[config.mk]
export PLATFORM = sky130hd
export DESIGN_NAME = nes_pad_responder
export DESIGN_NICKNAME = d
export VERILOG_FILES = /design/src/rtl/nes_pad_responder.sv
export SDC_FILE = /design/constraint.sdc
export NUM_CORES = 1
export LEC_CHECK = 0
export ABC_AREA = 1
export CORE_ASPECT_RATIO = 1.4
export CORE_MARGIN = 2
export CORE_UTILIZATION = 56
export DETAILED_ROUTE_END_ITERATION = 10
export PLACE_DENSITY = 0.88
export RECOVER_POWER = 100
export SLEW_MARGIN = 20
export SYNTH_ARGS = -nofsm -noshare
export SYNTH_HDL_FRONTEND = slang
export SYNTH_SLANG_ARGS = --single-unit
[constraint.sdc]
create_clock -name clk -period 2.8 [get_ports clk]
set_input_delay 0.7 -clock clk [delete_from_list [all_inputs] [get_ports clk]]
set_output_delay 0.7 -clock clk [all_outputs]
set_load 0.02 [all_outputs]
[src/rtl/nes_pad_responder.sv]
// Controller-side NES pad emulator: answers a host latch/pulse poll with the 8 button
// states shifted out active-low on nes_data, in the manner of a 4021 shift register.

module nes_pad_in_cond #(
  parameter int SYNC_STAGES   = 2,
  parameter int FILTER_CYCLES = 3
) (
  input  logic clk,
  input  logic rst,
  input  logic pin,
  output logic level,
  output logic prev
);

  localparam int CNT_W = (FILTER_CYCLES > 1) ? $clog2(FILTER_CYCLES) : 1;

  logic [SYNC_STAGES-1:0] sync;
  logic                   synced;
  logic                   filtered;

  // NOTE: sequential state uses non-blocking assignments so every flop samples pre-edge values.
  always_ff @(posedge clk or posedge rst) begin
    if (rst) sync <= '0;
    else     sync <= {sync[SYNC_STAGES-2:0], pin};
  end

  assign synced = sync[SYNC_STAGES-1];

  generate
    if (FILTER_CYCLES == 0) begin : g_bypass
      assign filtered = synced;
    end else begin : g_filter
      logic [CNT_W-1:0] cnt;
      logic             flt_q;

      // The level only moves after FILTER_CYCLES consecutive clocks of disagreement.
      always_ff @(posedge clk or posedge rst) begin
        if (rst) begin
          cnt   <= '0;
          flt_q <= 1'b0;
        end else if (synced == flt_q) begin
          cnt <= '0;
        end else if (cnt == CNT_W'(FILTER_CYCLES - 1)) begin
          cnt   <= '0;
          flt_q <= synced;
        end else begin
          cnt <= cnt + 1'b1;
        end
      end

      assign filtered = flt_q;
    end
  endgenerate

  always_ff @(posedge clk or posedge rst) begin
    if (rst) begin
      level <= 1'b0;
      prev  <= 1'b0;
    end else begin
      level <= filtered;
      prev  <= level;
    end
  end

endmodule

module nes_pad_responder #(
  parameter int SYNC_STAGES   = 2,
  parameter int FILTER_CYCLES = 3
) (
  input  logic       clk,
  input  logic       reset,
  input  logic       nes_latch,
  input  logic       nes_pulse,
  input  logic [7:0] buttons,
  output logic       nes_data,
  output logic       poll_strobe,
  output logic [3:0] shift_count,
  output logic       overread
);

  logic [1:0] rst_pipe;
  logic       rst;
  logic       latch_lvl, latch_prev;
  logic       pulse_lvl, pulse_prev;
  logic       load, latch_fall, pulse_rise;
  logic [7:0] shift_reg;

  // Reset asserts immediately but releases on a clock edge.
  always_ff @(posedge clk or posedge reset) begin
    if (reset) rst_pipe <= 2'b11;
    else       rst_pipe <= {rst_pipe[0], 1'b0};
  end

  assign rst = rst_pipe[1];

  nes_pad_in_cond #(
    .SYNC_STAGES  (SYNC_STAGES),
    .FILTER_CYCLES(FILTER_CYCLES)
  ) u_latch_cond (
    .clk  (clk),
    .rst  (rst),
    .pin  (nes_latch),
    .level(latch_lvl),
    .prev (latch_prev)
  );

  nes_pad_in_cond #(
    .SYNC_STAGES  (SYNC_STAGES),
    .FILTER_CYCLES(FILTER_CYCLES)
  ) u_pulse_cond (
    .clk  (clk),
    .rst  (rst),
    .pin  (nes_pulse),
    .level(pulse_lvl),
    .prev (pulse_prev)
  );

  // NOTE: every always_comb output gets a default first so no latch can be inferred.
  always_comb begin
    load       = 1'b0;
    latch_fall = 1'b0;
    pulse_rise = 1'b0;
    load       = latch_lvl;
    latch_fall = latch_prev & ~latch_lvl;
    pulse_rise = pulse_lvl & ~pulse_prev;
  end

  // A pulse edge coinciding with the latch fall shifts the freshly committed snapshot.
  always_ff @(posedge clk or posedge rst) begin
    if (rst) begin
      shift_reg   <= 8'hFF;
      shift_count <= 4'd0;
      overread    <= 1'b0;
      poll_strobe <= 1'b0;
    end else begin
      poll_strobe <= latch_fall;
      if (load) begin
        shift_reg   <= ~buttons;
        shift_count <= 4'd0;
        overread    <= 1'b0;
      end else if (pulse_rise) begin
        shift_reg <= {1'b1, shift_reg[7:1]};
        if (shift_count == 4'd8) overread    <= 1'b1;
        else                     shift_count <= shift_count + 4'd1;
      end
    end
  end

  assign nes_data = shift_reg[0];

endmodule

## Yosys cells after proc, flatten, opt, wreduce, memory -nomap -nowiden

Cells that the tools add are included.

- Flip-flop bits (word level): 30
- Input bits: 12
- Output and inout bits: 7
- Logic and storage cells: 49

- $add $sub $neg: 3
- Eq/ne operators: 6
- Multiplexer cells: 12
- Bitwise gates (word level): 7
- Reduce and logical (&&, ||, !) cells: 6

Operators by type and width:

| kind | number |
|---|---|
| two-way mux 8 bit | 2 |
| two-way mux 4 bit | 3 |
| two-way mux 2 bit | 4 |
| NOT 8 bit | 1 |
| AND reduction 2 bit | 4 |
| adder 2 x 1 -> 2 bit, second input constant | 2 |
| adder 4 x 1 -> 4 bit, second input constant | 1 |
| == test 2 bit, second input constant | 2 |
| == test 4 bit, second input constant | 1 |
| NOT 1 bit | 4 |
| nonzero test 2 bit | 2 |
| two-way mux 1 bit | 3 |
| AND 1 bit | 2 |
| == test 1 bit | 2 |
| inequality test 2 x 1 -> 1 bit, second input constant | 1 |

## Depth between registers and ports, before layout

- Depth in word-level cells: 4
- Gate-level depth with buffers: 7

## By module

From an unflattened synthesis, not the netlist that was laid out.

- Cell total of the unflattened synthesis: 141
- Area total of the unflattened synthesis: 1277.5 sq um

Modules (own cells, without submodules):

| module | times used | cells an instance | area each (sq um) |
|---|---|---|---|
| nes_pad_responder | 1 | 93 | 797.0 |
| nes_pad_in_cond | 2 | 24 | 240.2 |

## Worst setup path before layout

No wires, ideal clock.

- Path kind: register to output
- Start: reg shift_reg[0]
- End: out nes_data
- Arrival time: 563 ps
- Required time: 2100 ps
- Slack: 1537 ps
- Stages on the path, launching flop included: 1
- Path buffers: 0
- Path through: dfstp_2

RTL lines:

| element | RTL line | source |
|---|---|---|
| start, declared | 87 | `logic [7:0] shift_reg;` |
| start signal, assigned | 139 | `shift_reg <= ~buttons;` |
| start signal, assigned | 143 | `shift_reg <= {1'b1, shift_reg[7:1]};` |
| end, declared | 76 | `output logic nes_data,` |

No word-level cell between the ends.

## Final worst setup path

- Start: reg shift_reg[0]
- End: out nes_data

No word-level cell between the ends.

==> flow_metrics.py <==
metrics = {
    "route": {
        "drtIter0Drc": 9,
        "drc": 0,
        "routedWlPerCell_um": 11.4,
        "wl_um": 1970,
        "ant_nets": 0,
        "vias": 900,
        "drt-vias-per-instance": 5.20,
        "drtPass1Iterations": 4,
    },
    "clock_tree": {
        "htreeDepth": 2,
        "path_clk_slew_ns": 0.09,
        "cts_inserted_buffers": 5,
        "cts.sinks": 30,
        "cts_buffer_depth": 2,
        "holdBufCountCts": 0,
        "cts_root_buf": "clkbuf_4",
        "clock_latency_ns": 0.32,
        "cts_resized": 0,
        "cts_tree": "yes",
        "post-cts-setup-buffers": 0,
    },
    "global_routing": {
        "antenna_found_initial": 0,
        "grt_max_degree": 30,
        "grt_pass1_vias": 758,
        "grt_overflow": 0,
        "grt_pass1_wl_um": 3210,
        "grt_usage": 0.173,
    },
    "logic_synthesis": {
        "synth_nets": 143,
        "yosys_warnings": 0,
        "syn_avg_cell_area_sq_um": 9.76,
        "syn_inst": 129,
        "syn_area_sq_um": 1260,
        "ys_types": 19,
        "yosysSeqAreaShare": 0.606,
        "synth-seq-cells": 30,
    },
    "setup_path": {
        "endpoint_kind": "output pin",
        "crit_type": "flop to output pin",
        "critPathMaxStageDelay_ns": 0.69,
        "crit_fanout": 2,
        "slowest_stage": "dlygate4sd3_1",
        "critPathBufInv": 1,
        "start_kind": "flop",
        "crit_required_ns": 2.10,
        "crit_family": "buffers and inverters",
        "cp.arrival_ns": 1.54,
        "worstPathCellList": "dlygate4sd3_1",
    },
    "final_layout": {
        "num-nets-final": 164,
        "fin_util": 0.702,
        "diodes": 0,
        "area_delta_synth_final_pct": 20.0,
        "stdcell_count": 173,
        "drive_gt1_frac": 0.159,
        "largest_reg_flops": 8,
    },
    "floorplan": {
        "die_h_um": 60.1,
        "fp.coreArea_sq_um": 2150,
        "start_util": 0.585,
        "die_w_um": 44.1,
        "dieArea_sq_um": 2650,
        "io_pins": 19,
        "placementRows": 20,
    },
    "timing": {
        "timing.final.crit_share": 0.800,
        "maxClockFrequency_mhz": 447,
        "slew_headroom": 0.378,
        "slew_violations": 0,
        "tightest_slew_ns": 0.927,
        "finalSetupViolCount": 0,
        "finalSetupTns_ns": 0,
        "rsz0062_at_grt": "false",
        "clock_skew_ns": 0.0122,
        "hold_viol": 0,
        "holdWs_ns": 0.349,
        "period_needed_ns": 2.24,
    },
    "power": {
        "clkPwrFrac": 0.230,
        "p_leak_uw": 0.000755,
        "share_comb_of_total_power": 0.309,
        "p_sw_frac": 0.345,
        "internal_power_uw": 996,
        "vdd_drop_max_v": 0.000550,
        "powerDensity_nw_per_um2": 1010,
        "seqPwrFrac": 0.461,
        "total_power_uw": 1520,
        "p_switching_uw": 525,
    },
    "hold_path": {
        "holdCritPathClass": "flop to asynchronous set/reset pin",
    },
    "placed_design": {
        "place_hpwl_um": 1430,
        "port_buffers": 18,
        "gp_congestion": 0.798,
        "dp_cells": 165,
    },
    "outcome": {
        "status": "finished, final reports clean",
    },
    "flow_run": {
        "max_cap_violations": 0,
    },
}
-- cells by family (layout without fill, tap and decap cells) --
family	Yosys count	count (layout)	synth area share
AO/OA/AOI/OAI	10	10	0.0576
other	1	1	0.00298
adder cells (fa/ha/maj)	2	2	0.0199
AND/OR/NAND/NOR	64	64	0.219
buffers and inverters	20	42	0.0805
flip-flops	30	30	0.606
XOR/XNOR	2	2	0.0139
-- power groups by stage --
stage               logic, uW  registers (uW)  clock network [uW]
floorplan                 387             719                   0
global placement          460             700                   0
detailed placement        479             714                   0
CTS                       485             705                 360
global route              534             721                 378
finish                    470             702                 350
-- final cells by class --
cell class              count  area [sq um]
well taps                  22          27.5
multi-input cells          79           394
inverters                  16          60.1
flip-flops and latches     30           763
repair buffers             18           180
clock inverters             1          30.0
fillers                   168           642
clock buffers               7          55.1
-- per-layer routing --
metal / global-route usage / vias to the layer above / share of wire
li1: - / 446 / -
met1: 0.203 / 424 / 0.41
met2: 0.282 / 25 / 0.51
met3: 0.0634 / 5 / 0.055
met4: 0.0779 / 0 / 0.018
met5: 0 / - / 0
-- cell usage after synthesis --
cell      n  area [sq um]
buf_4     2          15.0
buf_6     1          11.3
nand3_1  12          60.1
nand2_4   1          11.3
nor3_1    4          20.0
nand2_1  36           135
dfrtp_1  20           500
nand4_1   3          18.8
inv_2     1          3.75
o21ai_2   6          52.6
dfstp_2  10           263
ha_1      2          25.0
a21oi_1   1          5.00
inv_1    15          56.3
conb_1    1          3.75
nor2_1    8          30.0
xnor2_1   2          17.5
buf_8     1          15.0
o21ai_0   3          15.0
-- path summary, 6_finish.rpt --
| path | start | to | slack (ns) | cells past startpoint |
|---|---|---|---|---|
| max | shift_reg[0]$_DFFE_PP1P_ | nes_data | 0.56 | 1 |
| min | rst_pipe[1]$_DFF_PP1_ | u_pulse_cond.level$_DFF_PP0_ | 0.35 | 1 |
| max reg2reg | u_latch_cond.level$_DFF_PP0_ | shift_count[0]$_DFFE_PP0P_ | 0.77 | 5 |
| min reg2reg | rst_pipe[1]$_DFF_PP1_ | u_pulse_cond.level$_DFF_PP0_ | 0.35 | 1 |
| max in group asynchronous | reset | rst_pipe[0]$_DFF_PP1_ | 1.95 | 2 |
| min in group clk | u_latch_cond.sync[0]$_DFF_PP0_ | u_latch_cond.sync[1]$_DFF_PP0_ | 0.36 | 0 |
-- cell usage in the layout, fill, tap and decap left out --
master / instances
o21ai_0: 3
conb_1: 1
clkdlybuf4s50_1: 8
clkinv_1: 1
nand2_4: 1
dlygate4sd3_1: 10
xnor2_1: 2
dfrtp_1: 20
clkbuf_8: 1
clkbuf_1: 1
nand2_1: 36
o21ai_2: 6
nor3_1: 4
nand3_1: 12
nand4_1: 3
nor2_1: 8
ha_1: 2
clkbuf_4: 5
inv_1: 15
bufinv_16: 1
a21oi_1: 1
dfstp_2: 10
-- metrics by stage --
stage	cell area, sq um	worst slack, ns
after floorplan	1260	1.54
after global routing	1510	0.527
after global placement	1430	1.00
after detailed placement	1430	0.993
final	1510	0.561
after CTS	1510	0.613
-- worst register-to-register path, cell delays in order, from the launching register on --
cell and delay (ns):
dfrtp_1 0.43, inv_1 0.65, nand2_1 0.45, nand2_1 0.22
nand3_1 0.10, nand2_1 0.11
Power figures use the tool's default switching activity.
